--- config.mk ---
export PLATFORM = sky130hd
export DESIGN_NAME = arrow_sequencer_flat
export DESIGN_NICKNAME = d
export VERILOG_FILES = /design/src/rtl/arrow_sequencer_if.sv /design/src/rtl/arrow_sequencer.sv /design/src/flat_wrapper.sv
export SDC_FILE = /design/constraint.sdc
export NUM_CORES = 1
export LEC_CHECK = 0
export CAP_MARGIN = 20
export CORE_ASPECT_RATIO = 1.1
export CORE_MARGIN = 1.5
export CORE_UTILIZATION = 45
export CTS_BUF_LIST = sky130_fd_sc_hd__clkbuf_4
export DETAILED_ROUTE_END_ITERATION = 10
export PLACE_DENSITY_LB_ADDON = 0.08
export SYNTH_ARGS = -nofsm -noshare
export SYNTH_HDL_FRONTEND = slang
export SYNTH_SLANG_ARGS = --single-unit
--- constraint.sdc ---
create_clock -name clk -period 3.65 [get_ports clk]
set_clock_uncertainty 0.15 [all_clocks]
set_input_delay 0.73 -clock clk [delete_from_list [all_inputs] [get_ports clk]]
set_output_delay 0.73 -clock clk [all_outputs]
set_load 0.01 [all_outputs]
--- src/rtl/arrow_sequencer_if.sv ---
// rtl/arrow_sequencer_if.sv - generator and playfield handshake bundle for arrow_sequencer
interface arrow_sequencer_if #(
    parameter int NUM_ARROWS_BITS = 1
);
    // Generator side: the seed rides alongside rand_load so the generator sees both together
    logic [5:0]               sw;
    logic [5:0]               rand_num;
    logic                     rand_load;
    logic                     rand_step;
    // Playfield side: head of the step FIFO and its pop handshake
    logic                     head_valid;
    logic [NUM_ARROWS_BITS:0] head_arrow;
    logic                     head_rest;
    logic                     pop;

    modport master (
        output rand_load, rand_step, head_valid, head_arrow, head_rest,
        input  rand_num, pop
    );

    modport slave (
        input  sw, rand_load, rand_step, head_valid, head_arrow, head_rest,
        output rand_num, pop
    );
endinterface

--- src/rtl/arrow_sequencer.sv ---
// rtl/arrow_sequencer.sv - beat-driven arrow generator sequencer with step FIFO
module arrow_sequencer #(
    parameter int NUM_ARROWS      = 4,
    parameter int NUM_ARROWS_BITS = 1,
    parameter int DEPTH           = 4,
    parameter int CNT_W           = 8
) (
    input  logic              clk,
    input  logic              rst_n,
    input  logic              beat,
    input  logic              start,
    input  logic              stop,
    input  logic              pause,
    arrow_sequencer_if.master bus,
    output logic [CNT_W-1:0]  spawn_count,
    output logic              overflow,
    output logic              busy
);
    localparam int AW   = $clog2(DEPTH);
    localparam int AR_W = NUM_ARROWS_BITS + 1;
    localparam int EW   = AR_W + 1;
    localparam logic [5:0]       LANES   = 6'(NUM_ARROWS);
    localparam logic [AW:0]      PTR_ONE = 1;
    localparam logic [CNT_W-1:0] CNT_ONE = 1;

    typedef enum logic [1:0] {IDLE, SEED, RUN, PAUSED} state_t;

    state_t             state, state_nx;
    logic               start_q;
    logic               step_q;
    logic               sample_q;
    logic [AW:0]        wr_ptr, rd_ptr;
    logic [EW-1:0]      mem [DEPTH];
    logic [EW-1:0]      head_entry;
    logic               empty, full;
    logic               do_push, do_pop, drop;
    logic               entry_rest;
    logic [AR_W-1:0]    entry_arrow;
    logic               beat_ok;

    assign empty = (wr_ptr == rd_ptr);
    assign full  = (wr_ptr[AW] != rd_ptr[AW]) && (wr_ptr[AW-1:0] == rd_ptr[AW-1:0]);

    // Pause gates beats immediately, even in the cycle before PAUSED is entered
    assign beat_ok = beat && (state == RUN) && !pause && !stop;

    // stop wins over everything, including a pop or push landing in the same cycle
    assign do_pop  = bus.pop && !empty && !stop;
    assign do_push = sample_q && !stop && (!full || do_pop);
    assign drop    = sample_q && !stop && full && !do_pop;

    // Rests carry lane 0 so a rest head never shows a stale lane
    assign entry_rest  = (bus.rand_num[5:4] == 2'b00);
    assign entry_arrow = entry_rest ? '0 : AR_W'(bus.rand_num % LANES);

    assign head_entry     = mem[rd_ptr[AW-1:0]];
    assign bus.head_valid = !empty;
    assign bus.head_arrow = empty ? '0 : head_entry[AR_W-1:0];
    assign bus.head_rest  = !empty && head_entry[AR_W];
    assign bus.rand_load  = (state == SEED);
    assign bus.rand_step  = step_q;
    assign busy           = (state != IDLE);

    // State register and previous-cycle start for edge detection
    always_ff @(posedge clk or negedge rst_n) begin
        if (!rst_n) begin
            state   <= IDLE;
            start_q <= 1'b0;
        end else begin
            state   <= state_nx;
            start_q <= start;
        end
    end

    // Next-state logic, stop has priority from any state
    always_comb begin
        state_nx = state;
        if (stop) begin
            state_nx = IDLE;
        end else begin
            case (state)
                IDLE:    if (start && !start_q) state_nx = SEED;
                SEED:    state_nx = RUN;
                RUN:     if (pause) state_nx = PAUSED;
                PAUSED:  if (!pause) state_nx = RUN;
                default: state_nx = IDLE;
            endcase
        end
    end

    // Two-stage step pipeline: pulse rand_step, then sample the advanced generator
    always_ff @(posedge clk or negedge rst_n) begin
        if (!rst_n) begin
            step_q   <= 1'b0;
            sample_q <= 1'b0;
        end else if (stop) begin
            step_q   <= 1'b0;
            sample_q <= 1'b0;
        end else begin
            step_q   <= beat_ok;
            sample_q <= step_q;
        end
    end

    // FIFO pointers, spawn counter and sticky overflow; stop flushes all of them
    always_ff @(posedge clk or negedge rst_n) begin
        if (!rst_n) begin
            wr_ptr      <= '0;
            rd_ptr      <= '0;
            spawn_count <= '0;
            overflow    <= 1'b0;
        end else if (stop) begin
            wr_ptr      <= '0;
            rd_ptr      <= '0;
            spawn_count <= '0;
            overflow    <= 1'b0;
        end else begin
            if (do_push) begin
                wr_ptr      <= wr_ptr + PTR_ONE;
                spawn_count <= spawn_count + CNT_ONE;
            end
            if (do_pop) rd_ptr <= rd_ptr + PTR_ONE;
            if (drop)   overflow <= 1'b1;
        end
    end

    // FIFO storage; on full-with-pop the write slot is the one being vacated
    always_ff @(posedge clk) begin
        if (do_push) mem[wr_ptr[AW-1:0]] <= {entry_rest, entry_arrow};
    end
endmodule
--- src/flat_wrapper.sv ---
// flat-port wrapper written by rule: the top's interface ports become plain ports
module arrow_sequencer_flat 
#(
    parameter int NUM_ARROWS      = 4,
    parameter int NUM_ARROWS_BITS = 1,
    parameter int DEPTH           = 4,
    parameter int CNT_W           = 8
)
  (clk, rst_n, beat, start, stop, pause, spawn_count, overflow, busy, bus_rand_load, bus_rand_step, bus_head_valid, bus_head_arrow, bus_head_rest, bus_rand_num, bus_pop);
  arrow_sequencer_if #(.NUM_ARROWS_BITS(NUM_ARROWS_BITS)) bus_i ();
  input  logic clk;
  input  logic rst_n;
  input  logic beat;
  input  logic start;
  input  logic stop;
  input  logic pause;
  output logic [CNT_W-1:0] spawn_count;
  output logic overflow;
  output logic busy;
  output wire logic [$bits(bus_i.rand_load)-1:0] bus_rand_load;
  output wire logic [$bits(bus_i.rand_step)-1:0] bus_rand_step;
  output wire logic [$bits(bus_i.head_valid)-1:0] bus_head_valid;
  output wire logic [$bits(bus_i.head_arrow)-1:0] bus_head_arrow;
  output wire logic [$bits(bus_i.head_rest)-1:0] bus_head_rest;
  input wire logic [$bits(bus_i.rand_num)-1:0] bus_rand_num;
  input wire logic [$bits(bus_i.pop)-1:0] bus_pop;
  assign bus_rand_load = bus_i.rand_load;
  assign bus_rand_step = bus_i.rand_step;
  assign bus_head_valid = bus_i.head_valid;
  assign bus_head_arrow = bus_i.head_arrow;
  assign bus_head_rest = bus_i.head_rest;
  assign bus_i.rand_num = bus_rand_num;
  assign bus_i.pop = bus_pop;
  arrow_sequencer #(.NUM_ARROWS(NUM_ARROWS), .NUM_ARROWS_BITS(NUM_ARROWS_BITS), .DEPTH(DEPTH), .CNT_W(CNT_W)) u_core (.clk(clk), .rst_n(rst_n), .beat(beat), .start(start), .stop(stop), .pause(pause), .bus(bus_i), .spawn_count(spawn_count), .overflow(overflow), .busy(busy));
endmodule
==> run_results.csv <==
group,metric,value,unit
global_route,overflow,0,
clock_tree,h-tree-depth,2,
drt,vias_per_cell,5.500,
sta,finalCritPeriodShare,82.62,%
pwr,powerDensity,327.1,mW/mm2
die,rows,22,
synth,synth.top_cell.area_share,32.63,%
worst_hold_path,hp-class,"reg -> reg",
cells_and_area,utilization,56.82,%
worst_setup_path,crit_arrival,2.14,ns
drt,wl_per_cell,13.59,um
clock_tree,clk_path_buf_depth,2,
synth,yosysUniqueCellTypes,30,
die,placeableCoreArea,0.003303,mm2
synth,netlist_area,0.001534,mm2
sta,hold_viol_final,0,
synth,ys_seq_area_share,56.12,%
worst_setup_path,crit_type,"reg -> out",
cells_and_area,n_antenna_cell,0,
cells_and_area,final_nets,174,
synth,ys_async_sr_fraction,62.50,%
synth,yosysMostFrequentCell,"dfrtp_1",
global_route,grt_pass1_wl,4.519,mm
worst_setup_path,start_kind,"register",
clock_tree,cts.sinks,32,
die,dieArea,0.003769,mm2
pwr,vdd_drop_max,0.2333,mV
sta,slew_headroom,37.08,%
sta,tns,0,ns
synth,yosysTopAreaCell,"dfrtp_1",
synth,netlist_instances,125,
clock_tree,root_buffer,"clkbuf_4",
clock_tree,cts_hold_buf,0,
sta,max_freq,331.6,MHz
synth,synth_edf_count,12,
worst_setup_path,cp.required,2.77,ns
drt,drt_iter0_drc,31,
sta,final-setup-viol-count,0,
drt,routed_wl,2.610,mm
die,pin_count,29,
sta,worst_slew_pin_slew,0.9408,ns
worst_setup_path,path_max_fanout,6,
placed_design,port_buffers,26,
worst_setup_path,critPathCaptureType,"output pin",
global_route,track_usage,16.55,%
clock_tree,tritoncts,"yes",
clock_tree,cts-buffers-inserted,5,
die,die_w,58.67,um
cells_and_area,fillCellCount,283,
pwr,p_leak,0.7712,nW
synth,synth_nets,144,
synth,ys_top_cells_by_area,"dfrtp_1 (33%), edfxtp_1 (23%), mux4_1 (5.1%), ha_1 (4.9%), a21oi_1 (3.3%)",
placed_design,gp_congestion,0.7044,
sta,min_period,3.016,ns
synth,ys_seq_elements,32,
synth,synthFlopType,"dfrtp_1",
die,initial_core_util,46.44,%
die,die_h,64.24,um
cells_and_area,drive_gt1_share,8.333,%
sta,slew_violations,0,
drt,firstDrtPassIters,4,
synth,yosysWarnings,0,
flow_run,max_cap_viol_count,0,
run_status,outcome,"complete, no violations",
sta,rsz0062_at_grt,"false",
global_route,grt_max_degree,21,
placed_design,place_hpwl,1.919,mm
clock_tree,insertion_delay,0.33,ns
drt,drc,0,
global_route,grt_pass1_vias,1013,
clock_tree,postCtsSetupRepairBufs,0,
worst_setup_path,rr_worst_depth,5,
global_route,antenna_found_initial,0,
synth,avgSynthCellArea,12.27,um2
clock_tree,clk_pin_slew_worst_paths,0.09,ns
worst_hold_path,whs_path_depth,1,
drt,vias,1056,
synth,netlist_top_cells_count,"dfrtp_1 (20), edfxtp_1 (12), nor2_1 (11)",
cells_and_area,area_growth,22.35,%
clock_tree,cts_resized,0,
drt,ant_nets,0,
-- sequential cells by signal, indices dropped and copies added, names as in the netlist --
signal                cells
u_core.mem               12
u_core.state              2
u_core.sample_q           1
u_core.bus.rand_step      1
u_core.rd_ptr             3
u_core.spawn_count        8
u_core.start_q            1
u_core.wr_ptr             3
u_core.overflow           1
-- final cells by class --
type | instances | area [um2] | share of cell area, %
well taps | 36 | 45.04 | 2.400
repair buffers | 28 | 275.3 | 14.67
inverters | 5 | 18.77 | 1.000
clock inverters | 1 | 3.754 | 0.2000
clock buffers | 7 | 52.55 | 2.800
flip-flops and latches | 32 | 860.8 | 45.87
multi-input cells | 83 | 620.6 | 33.07
-- stage by stage --
stage                     hold slack [ns]  total power, W  setup slack [ns]  instance area [um2]  std cells
after floorplan                    0.2844       0.0003987             1.540                 1534        125
after global placement             0.3326       0.0004227            0.9238                 1821        184
after detailed placement           0.3387       0.0004237            0.9227                 1821        184
after CTS                          0.3634       0.0006244            0.5643                 1877        192
after global routing               0.3906       0.0006403            0.4100                 1877        192
final                              0.3626       0.0006138            0.6344                 1877        192
-- layer usage --
layer | part of all wire, % | global-route usage, % | wire (um)
met1 | 45 | 21.65 | 1186
met2 | 47 | 24.72 | 1231
met3 | 5.1 | 5.466 | 133
met4 | 2.2 | 7.670 | 57
met5 | 0 | 0 | 0
-- final timing paths --
path | startpoint | endpoint | slack [ns]
min in group asynchronous | rst_n | u_core.spawn_count[7]$_DFFE_PN0P_ | 0.77
max in group asynchronous | rst_n | u_core.rd_ptr[1]$_DFFE_PN0P_ | 2.01
setup reg to reg | u_core.wr_ptr[1]$_DFFE_PN0P_ | u_core.spawn_count[1]$_DFFE_PN0P_ | 1.50
setup / recovery | u_core.rd_ptr[0]$_DFFE_PN0P_ | bus_head_rest | 0.63
hold / removal | u_core.bus.rand_step$_DFF_PN0_ | u_core.sample_q$_DFF_PN0_ | 0.36
hold reg to reg | u_core.bus.rand_step$_DFF_PN0_ | u_core.sample_q$_DFF_PN0_ | 0.36
-- cell usage in the layout (no fill, tap or decap), types with 2 or more instances in the layout --
master / n
clkdlybuf4s50_1: 26
dfrtp_1: 20
edfxtp_1: 12
nor2_1: 11
a21oi_1: 10
nor2b_1: 8
clkbuf_4: 7
o21ai_0: 6
or3_1: 6
ha_1: 6
inv_1: 5
nand2_1: 4
xor2_1: 3
and2_1: 3
mux4_1: 3
nand3_1: 3
mux2i_1: 3
o31ai_1: 3
xor2_2: 2
nor3_1: 2
xnor2_1: 2
or4_1: 2
buf_4: 2
-- report_power, final --
part / switching (W) / total [W] / leakage, nW / internal [W]
clock network: 0.000110 / 0.000198 / 0.0338 / 0.0000887
logic: 0.0000183 / 0.0000379 / 0.352 / 0.0000196
registers: 0.00000211 / 0.000378 / 0.385 / 0.000376
total: 0.000130 / 0.000614 / 0.771 / 0.000484
-- critical path, cell delays in order, from the launching register on --
cell,delay (ns)
dfrtp_1,0.49
xor2_2,0.24
nor3_1,0.49
nor2b_1,0.10
clkdlybuf4s50_1,0.49
-- logic make-up (layout without fill, tap and decap cells) --
| logic type | Yosys count | in the layout | share of synthesized area, % |
|---|---|---|---|
| multiplexers | 6 | 6 | 7.097 |
| AO/OA/AOI/OAI | 20 | 20 | 7.749 |
| adder cells (fa/ha/maj) | 6 | 6 | 4.894 |
| AND/OR/NAND/NOR | 44 | 44 | 15.74 |
| buffers and inverters | 10 | 41 | 3.425 |
| flip-flops | 32 | 32 | 56.12 |
| XOR/XNOR | 7 | 7 | 4.976 |
Power figures use the tool's default switching activity.
